## src/rtl/msk_rnd_pkg.sv

```systemverilog
// Shared constants, FSM encoding and the single-step LFSR function for the
// masked-gadget random source. The optional health monitor is enabled with
// MSK_RND_HEALTH_EN; ERR stays in the enum either way.
package msk_rnd_pkg;

  localparam int LFSR_W     = 128;
  localparam int SEED_W     = 32;
  localparam int SEED_BEATS = 4;

  // Tap positions 128,126,101,99 expressed as 0-based bit indices
  localparam int TAP_A = 127;
  localparam int TAP_B = 125;
  localparam int TAP_C = 100;
  localparam int TAP_D = 98;

  typedef enum logic [1:0] {
    SEED = 2'd0,
    WARM = 2'd1,
    RUN  = 2'd2,
    ERR  = 2'd3
  } state_t;

  function automatic logic [LFSR_W-1:0] lfsr_step(input logic [LFSR_W-1:0] s);
    logic fb;
    fb = s[TAP_A] ^ s[TAP_B] ^ s[TAP_C] ^ s[TAP_D];
    return {s[LFSR_W-2:0], fb};
  endfunction

endpackage

```

## src/rtl/msk_rnd_lfsr.sv

```systemverilog
// 128-bit Fibonacci LFSR with a 32-bit shift-load path and an RND_W-step
// unrolled advance. With MSK_RND_HEALTH_EN an all-zero detector is exported.
module msk_rnd_lfsr
  import msk_rnd_pkg::*;
#(
  parameter int RND_W = 2
) (
  input  logic              clk,
  input  logic              rst,
  input  logic              load,
  input  logic [SEED_W-1:0] load_data,
  input  logic              advance,
  input  logic              fix_zero,
`ifdef MSK_RND_HEALTH_EN
  output logic              zero,
`endif
  output logic [RND_W-1:0]  word
);

  logic [LFSR_W-1:0] s;
  logic [LFSR_W-1:0] advanced;
  logic [LFSR_W-1:0] loaded;

  // RND_W single steps chained so one clock yields RND_W fresh bits
  always_comb begin
    advanced = s;
    for (int i = 0; i < RND_W; i++) begin
      advanced = lfsr_step(advanced);
    end
  end

  // Seed chunk shifts in at the bottom; an all-zero final seed would lock up
  always_comb begin
    loaded = {s[LFSR_W-SEED_W-1:0], load_data};
    if (fix_zero && (loaded == '0)) begin
      loaded[0] = 1'b1;
    end
  end

  // State register: load has priority, otherwise advance when asked
  always_ff @(posedge clk) begin
    if (rst) begin
      s <= '0;
    end else if (load) begin
      s <= loaded;
    end else if (advance) begin
      s <= advanced;
    end
  end

  assign word = s[RND_W-1:0];

`ifdef MSK_RND_HEALTH_EN
  assign zero = (s == '0);
`endif

endmodule

```

## src/rtl/msk_rnd_source.sv

```systemverilog
// Random-bit producer for masked gadgets: seed load over valid/ready, LFSR
// warm-up, then RND_W bits per enabled cycle. Optional health monitor via
// MSK_RND_HEALTH_EN (sticky ERR on an all-zero LFSR state).
//
// state | meaning
// SEED  | collecting 4 seed beats
// WARM  | advancing WARMUP times before output is trusted
// RUN   | streaming, advance on rnd_en
// ERR   | health fault, left by rst or reseed (health build only)
module msk_rnd_source
  import msk_rnd_pkg::*;
#(
  parameter int d      = 2,
  parameter int RND_W  = d * (d - 1),
  parameter int WARMUP = 16
) (
  input  logic              clk,
  input  logic              rst,
  input  logic [SEED_W-1:0] seed_in,
  input  logic              seed_valid,
  output logic              seed_ready,
  input  logic              reseed,
  input  logic              rnd_en,
  output logic [RND_W-1:0]  rnd,
  output logic              rnd_valid,
  output logic              busy,
  output logic              err
);

  if (RND_W > 64 || RND_W < 1) begin : g_bad_rnd_w
    $error("msk_rnd_source: RND_W must be within 1..64");
  end
  if (WARMUP < 1) begin : g_bad_warmup
    $error("msk_rnd_source: WARMUP must be at least 1");
  end

  localparam int CW = $clog2(WARMUP + 1);

  state_t            state, state_nxt;
  logic [1:0]        beat_cnt;
  logic [CW-1:0]     warm_cnt;
  logic              beat_accept;
  logic              last_beat;
  logic              advance;
  logic [RND_W-1:0]  word;
`ifdef MSK_RND_HEALTH_EN
  logic              zero;
`endif

  assign beat_accept = seed_valid & seed_ready;
  assign last_beat   = beat_accept & (beat_cnt == 2'(SEED_BEATS - 1));
  assign advance     = ~reseed & ((state == WARM) | ((state == RUN) & rnd_en));

  msk_rnd_lfsr #(.RND_W(RND_W)) u_lfsr (
    .clk       (clk),
    .rst       (rst),
    .load      (beat_accept),
    .load_data (seed_in),
    .advance   (advance),
    .fix_zero  (last_beat),
`ifdef MSK_RND_HEALTH_EN
    .zero      (zero),
`endif
    .word      (word)
  );

  // FSM state register
  always_ff @(posedge clk) begin
    if (rst) state <= SEED;
    else     state <= state_nxt;
  end

  // FSM next-state logic; reseed wins over every other transition
  always_comb begin
    state_nxt = state;
    case (state)
      SEED: if (last_beat) state_nxt = WARM;
      WARM: begin
        if (reseed)                    state_nxt = SEED;
        else if (warm_cnt == CW'(1))   state_nxt = RUN;
      end
      RUN:  if (reseed) state_nxt = SEED;
`ifdef MSK_RND_HEALTH_EN
      ERR:  if (reseed) state_nxt = SEED;
`else
      ERR:  state_nxt = SEED;
`endif
      default: state_nxt = SEED;
    endcase
`ifdef MSK_RND_HEALTH_EN
    if ((state == WARM || state == RUN) && zero && !reseed) begin
      state_nxt = ERR;
    end
`endif
  end

  // Beat counter restarts on reseed; warm counter loads on the 4th beat
  always_ff @(posedge clk) begin
    if (rst) begin
      beat_cnt <= '0;
      warm_cnt <= '0;
    end else begin
      if (reseed)           beat_cnt <= '0;
      else if (last_beat)   beat_cnt <= '0;
      else if (beat_accept) beat_cnt <= beat_cnt + 2'd1;

      if (last_beat)                             warm_cnt <= CW'(WARMUP);
      else if (state == WARM && warm_cnt != '0)  warm_cnt <= warm_cnt - CW'(1);
    end
  end

  // FSM outputs and gating of the random word
  always_comb begin
    rnd_valid  = (state == RUN);
    rnd        = rnd_valid ? word : '0;
    busy       = (state != RUN);
    seed_ready = (state == SEED) & ~reseed;
`ifdef MSK_RND_HEALTH_EN
    err        = (state == ERR);
`else
    err        = 1'b0;
`endif
  end

endmodule

```

## config.mk

```make
export PLATFORM = sky130hd
export DESIGN_NAME = msk_rnd_source
export DESIGN_NICKNAME = d
export VERILOG_FILES = /design/src/rtl/msk_rnd_pkg.sv /design/src/rtl/msk_rnd_lfsr.sv /design/src/rtl/msk_rnd_source.sv
export SDC_FILE = /design/constraint.sdc
export NUM_CORES = 1
export LEC_CHECK = 0
export ABC_AREA = 1
export CAP_MARGIN = 20
export CORE_UTILIZATION = 53
export DETAILED_ROUTE_END_ITERATION = 10
export HOLD_SLACK_MARGIN = 0.08
export PLACE_DENSITY = 0.76
export SYNTH_ARGS = -nofsm -noshare
export SYNTH_HDL_FRONTEND = slang
export SYNTH_SLANG_ARGS = --single-unit
export TNS_END_PERCENT = 30
```

## constraint.sdc

```tcl
create_clock -name clk -period 1.4 [get_ports clk]
set_input_delay 0.14 -clock clk [delete_from_list [all_inputs] [get_ports clk]]
set_output_delay 0.14 -clock clk [all_outputs]
set_load 0.02 [all_outputs]
```

==> impl_metrics.json, run 1 <==
{
  "drv_slew": 0,
  "finalHoldViolCount": 0,
  "fin_area_um2": 9363,
  "clkTransAtPathRegs_ns": 0.06,
  "numPortBuffers": 41,
  "r2r-start": "state[1]",
  "worst-r2r-cell-count": 10,
  "fin_ws_ns": -0.2275,
  "cp_data_arrival_time_ns": 1.99,
  "grt_pass1_vias": 6510,
  "synth_nets": 964,
  "reg2reg_setup_slack_ns": -0.23,
  "fmax_ghz": 0.6144,
  "hpwl_mm": 10.62,
  "h-tree-depth": 4,
  "status": "finished with violations",
  "grt_pass1_wl_mm": 31.31,
  "cts_tree": "done",
  "cts.sinks": 137,
  "rsz0062_at_grt": "yes",
  "layout-drive-gt1-share_pct": 24.98,
  "area.growth.synth_to_final_pct": 45.16,
  "met2_usage_pct": 50.10,
  "crit_fanout": 7,
  "r2r-end": "u_lfsr.s[44]",
  "cts_made_buffers": 17,
  "yosysSeqAreaShare_pct": 42.52,
  "viasPerCell": 6.343,
  "hold_buffers": 0,
  "min_path_cells": 3,
  "use_met3_pct": 7.613,
  "cts_buffer_depth": 2,
  "leakage_nw": 3.581,
  "placed_area_um2": 7631,
  "die_w_um": 112.3,
  "ant_nets": 0,
  "async_flop_share_pct": 0,
  "grt_max_degree": 45,
  "synth_seq_cells": 137,
  "finalPower_w": 0.01067,
  "yosys.cell_types.count": 29,
  "skew_ns": 0.005896,
  "endpoint_kind": "flip-flop",
  "hold_end": "u_lfsr.s[7]",
  "grt-busiest-layer": "met2",
  "tns_ns": -19.26,
  "num_rows": 39,
  "overflow": 0,
  "layout_min_cycle_time_ns": 1.627,
  "ir_drop_uv": 824.8,
  "drt-initial-drc-count": 1033,
  "routedWlPerCell_um": 19.72,
  "netlist_area_um2": 6450,
  "totalWireLength_mm": 23.90,
  "synth.avg_cell_area_um2": 6.980,
  "hold_class": "primary input to flip-flop",
  "dp_slack_ns": -0.3285,
  "die_area_um2": 12610,
  "grt_util_met1_pct": 39.69,
  "setup_violations": 133,
  "hp-start": "seed_in[7]",
  "drt_pass1_iterations": 7,
  "yosysWarnings": 0,
  "initial_utilization_pct": 55.54,
  "violations": "setup timing",
  "fin_nets": 1099,
  "ys.flop_type": "dfxtp_1",
  "die_h_um": 112.3,
  "root_buffer": "clkbuf_16",
  "core_area_um2": 11610,
  "critPathRequiredTime_ns": 1.76,
  "worstSetupPathType": "flip-flop to flip-flop",
  "synth_edf_count": 0,
  "maxCapViolCount": 0,
  "clock_latency_ns": 0.44,
  "min_period_over_period_pct": 116.2,
  "power_density_nw_per_um2": 1140,
  "gr-usage-all-layers_pct": 30.92,
  "crit_path_start_kind": "flip-flop",
  "via_count": 7688,
  "route.detailed.drc": 0,
  "antenna_found_initial": 0,
  "synthCells": 924,
  "globalplace.congestion": 0.8131,
  "final_util_pct": 80.62,
  "antennaDiodeCount": 0,
  "ios": 43
}
==> cell usage after synthesis (2+ instances only) <==
| master | number | area, µm² |
|---|---|---|
| or2_2 | 3 | 18.77 |
| o21ai_0 | 20 | 100.1 |
| inv_1 | 16 | 60.06 |
| buf_6 | 13 | 146.4 |
| o21a_1 | 2 | 15.01 |
| clkbuf_1 | 26 | 97.59 |
| o21ai_1 | 110 | 550.5 |
| buf_2 | 27 | 135.1 |
| dfxtp_1 | 137 | 2743 |
| nor3b_1 | 2 | 15.01 |
| buf_4 | 4 | 30.03 |
| inv_2 | 2 | 7.510 |
| ha_1 | 3 | 37.54 |
| nand2_1 | 315 | 1182 |
| nor2_1 | 92 | 345.3 |
| nor3_1 | 2 | 10.01 |
| nand3_1 | 4 | 20.02 |
| xnor2_1 | 4 | 35.03 |
| a31oi_1 | 127 | 794.5 |
| a21oi_1 | 6 | 30.03 |
==> routing by layer <==
layer / routed length [µm] / up-vias
met5: 0 / -
met4: 1494 / 0
met3: 2249 / 175
met2: 11250 / 553
met1: 8911 / 3549
li1: - / 3411
==> critical path: stages (launching register included) <==
cell	delay (ns)
dfxtp_4	0.38
inv_4	0.05
nor2_4	0.15
nand2_2	0.07
nand2_2	0.09
nand2_4	0.08
nand2_8	0.12
buf_12	0.18
buf_16	0.14
o21ai_1	0.10
a31oi_1	0.18
==> kinds of logic after synthesis <==
kind of cell	synth area share, %
fa+ha+maj	0.5820
other cells	0.05814
compound gates	23.34
flops	42.52
simple gates	25.37
xor+xnor	0.6789
buf+inv	7.449
==> where the power goes <==
part           leakage [nW]  internal, W  switching, W
combinational          2.18     0.000919       0.00101
sequential             1.13      0.00414      0.000234
clock                 0.275      0.00269       0.00167
total                  3.58      0.00775       0.00292
==> worst max-delay path by stage <==
stage,start,slack (ns),cells after the start,to
floorplan,state[1],-0.01,6,u_lfsr.s[107]
global placement,reseed,-0.30,8,u_lfsr.s[18]
detailed placement,reseed,-0.33,8,u_lfsr.s[51]
CTS,state[1],-0.09,10,u_lfsr.s[100]
global route,u_lfsr.s[95],-0.26,9,u_lfsr.s[0]
finish,state[1],-0.23,10,u_lfsr.s[44]
==> layout make-up <==
type                       count  area (µm²)
fill                         660        2251
tap                          143       178.9
clock inverter                 2       35.03
multi-input combinational    699        3598
timing repair buffer         186        2191
clock buffer                  27       523.0
inverter                      18       77.57
sequential                   137        2759
==> registers in the layout, summed over array words and instances, names as in the netlist <==
signal / cells
beat_cnt: 2
u_lfsr.s: 128
warm_cnt: 5
state: 2
==> cell usage in the layout, fill, tap and decap left out, types with 4 or more instances in the layout <==
| cell | n |
|---|---|
| xnor2_1 | 4 |
| inv_1 | 12 |
| a31oi_4 | 4 |
| o21ai_2 | 33 |
| clkdlybuf4s50_1 | 36 |
| a31oi_2 | 7 |
| o21ai_0 | 4 |
| clkbuf_8 | 6 |
| a21oi_1 | 5 |
| nor2_1 | 82 |
| clkbuf_1 | 4 |
| dfxtp_1 | 128 |
| nor2_2 | 10 |
| buf_16 | 8 |
| inv_2 | 4 |
| a31oi_1 | 116 |
| buf_6 | 7 |
| nand2_1 | 309 |
| clkbuf_16 | 35 |
| nand2_2 | 5 |
| buf_12 | 16 |
| buf_2 | 4 |
| buf_4 | 94 |
| o21ai_1 | 90 |
| dfxtp_2 | 7 |
==> what timing repair did <==
item                       4_1_cts  5_1_grt
pin swaps                        6       16
setup buffers                    9        2
gates cloned                     8       21
setup endpoints to repair      132      141
gates resized for setup         51      102
==> per-stage QoR <==
| step | std cells | hold slack [ns] |
|---|---|---|
| 2_1_floorplan | 924 | 0.2017 |
| 5_1_grt | 1212 | 0.3335 |
| 3_3_place_gp | 1145 | 0.4484 |
| 6_report | 1212 | 0.3201 |
| 3_5_place_dp | 1145 | 0.4681 |
| 4_1_cts | 1191 | 0.3205 |
(Power assumes the default switching activity.)
==> run 2, diff against run 1 <==
- ABC_CLOCK_PERIOD_IN_PS: default -> 1400
==> results of run 2 <==
Final layout, timing and power as in run 1 (identical DEF).
==> run 3, diff against run 2 <==
- CTS_CLUSTER_DIAMETER: default -> 60
- REMOVE_ABC_BUFFERS: default -> 1
==> impl_metrics.json, run 3 (same netlist as run 1, synthesis figures left out) <==
{
  "fillCellCount": 724,
  "finalHoldViolCount": 0,
  "routedWlPerCell_um": 17.57,
  "h-tree-depth": 4,
  "die_h_um": 112.3,
  "crit_chain": "inv_4 -> nor2_4 -> nand2_2 -> nand2_4 -> nand2_8 -> nand2_8 -> buf_12 -> buf_8 -> o21ai_0 -> a31oi_1",
  "layout_min_cycle_time_ns": 1.691,
  "placed_area_um2": 7602,
  "leakage_nw": 3.585,
  "final_util_pct": 78.92,
  "critPathRequiredTime_ns": 1.73,
  "hold_buffers": 0,
  "antenna_found_initial": 0,
  "root_buffer": "clkbuf_16",
  "ios": 43,
  "rsz0062_at_grt": "yes",
  "fmax_ghz": 0.5912,
  "grt_pass1_wl_mm": 31.16,
  "drt-initial-drc-count": 903,
  "largest_register": "u_lfsr.s",
  "endpoint_kind": "flip-flop",
  "drt_pass1_iterations": 6,
  "die_area_um2": 12610,
  "cts_buffer_depth": 2,
  "overflow": 0,
  "violations": "setup timing",
  "final_common_cell": "nand2_1",
  "tns_ns": -17.03,
  "crit_fanout": 7,
  "min_period_over_period_pct": 120.8,
  "core_area_um2": 11610,
  "slowest_delay_ns": 0.38,
  "globalplace.congestion": 0.8374,
  "seqCellArea_um2": 2750,
  "fin_area_um2": 9165,
  "fin_nets": 1102,
  "layout-drive-gt1-share_pct": 20.74,
  "cts_tree": "done",
  "largest_reg_flops": 128,
  "die_w_um": 112.3,
  "multi_input_area_um2": 3426,
  "hpwl_mm": 10.29,
  "clkTransAtPathRegs_ns": 0.06,
  "ir_drop_uv": 895.9,
  "grt_pass1_vias": 6541,
  "critPathMostFrequentCell": "nand2_8",
  "cp_data_arrival_time_ns": 2.02,
  "antennaDiodeCount": 0,
  "fin_ws_ns": -0.2914,
  "gr-usage-all-layers_pct": 30.77,
  "worstSetupPathType": "flip-flop to flip-flop",
  "cts_made_buffers": 17,
  "area.growth.synth_to_final_pct": 42.10,
  "final_cell_mix": "307 x nand2_1, 135 x dfxtp_1, 125 x a31oi_1",
  "maxCapViolCount": 0,
  "setup_violations": 140,
  "totalWireLength_mm": 21.40,
  "drv_slew": 0,
  "route.detailed.drc": 0,
  "viasPerCell": 6.060,
  "clock_latency_ns": 0.43,
  "via_count": 7381,
  "hold_class": "primary input to flip-flop",
  "reg_top3": "u_lfsr.s: 128 flops, warm_cnt: 5 flops",
  "power_density_nw_per_um2": 1187,
  "cts.sinks": 137,
  "status": "finished with violations",
  "slowest_stage": "dfxtp_4",
  "skew_ns": 0.01053,
  "initial_utilization_pct": 55.54,
  "num_rows": 39,
  "grt_max_degree": 67,
  "numPortBuffers": 41,
  "crit_path_start_kind": "flip-flop",
  "ant_nets": 0
}
-- run 3: layout make-up --
cell class,instances,area share [%]
clock buffers,24,5.474
clock inverters,8,1.256
multi-input cells,702,37.38
flip-flops and latches,137,30.01
repair buffers,186,23.03
well taps,143,1.952
inverters,18,0.9010
-- run 3: timing repair --
| action | 4_1_cts | 5_1_grt |
|---|---|---|
| pin swaps | 6 | 18 |
| setup endpoints to repair | 141 | 140 |
| cloned | 11 | 12 |
| setup buffers | 9 | 11 |
| gates resized for setup | 65 | 47 |
-- run 3: per-layer routing --
layer  up-vias  global-route usage [%]  wire, µm
met5         -                       0         0
li1       3438                       -         -
met3        94                   6.641      1732
met2       410                   50.56     10240
met1      3439                   38.10      8597
met4         0                   15.91       837
-- run 3: where the power goes --
group	total, W	internal, W	switching [W]
registers	0.00434	0.00414	0.000201
clock network	0.00474	0.00302	0.00171
logic	0.00181	0.000869	0.000939
-- run 3: path summary, 6_finish.rpt --
check                 endpoint         from  slack, ns  cells after the start
setup / recovery  u_lfsr.s[71]     state[1]      -0.29                     10
hold / removal    u_lfsr.s[17]  seed_in[17]       0.31                      3
setup reg to reg  u_lfsr.s[71]     state[1]      -0.29                     10
hold reg to reg    warm_cnt[4]  warm_cnt[4]       0.46                      2
-- run 3: critical path, delay by kind of cell, from the launching register on --
family	cells	cell delay (ns)
compound gates	2	0.39
simple gates	5	0.53
flops	1	0.38
buf+inv	3	0.28
-- run 3: metrics by stage --
| stage | std cells | power (W) | setup WS [ns] | hold WS, ns |
|---|---|---|---|---|
| floorplan | 853 | 0.005125 | -2.833 | 0.2091 |
| global placement | 1145 | 0.005764 | -0.2754 | 0.4523 |
| detailed placement | 1145 | 0.005787 | -0.3513 | 0.4576 |
| CTS | 1197 | 0.01059 | -0.09942 | 0.3121 |
| global route | 1218 | 0.01119 | -0.3280 | 0.3347 |
| finish | 1218 | 0.01088 | -0.2914 | 0.3107 |
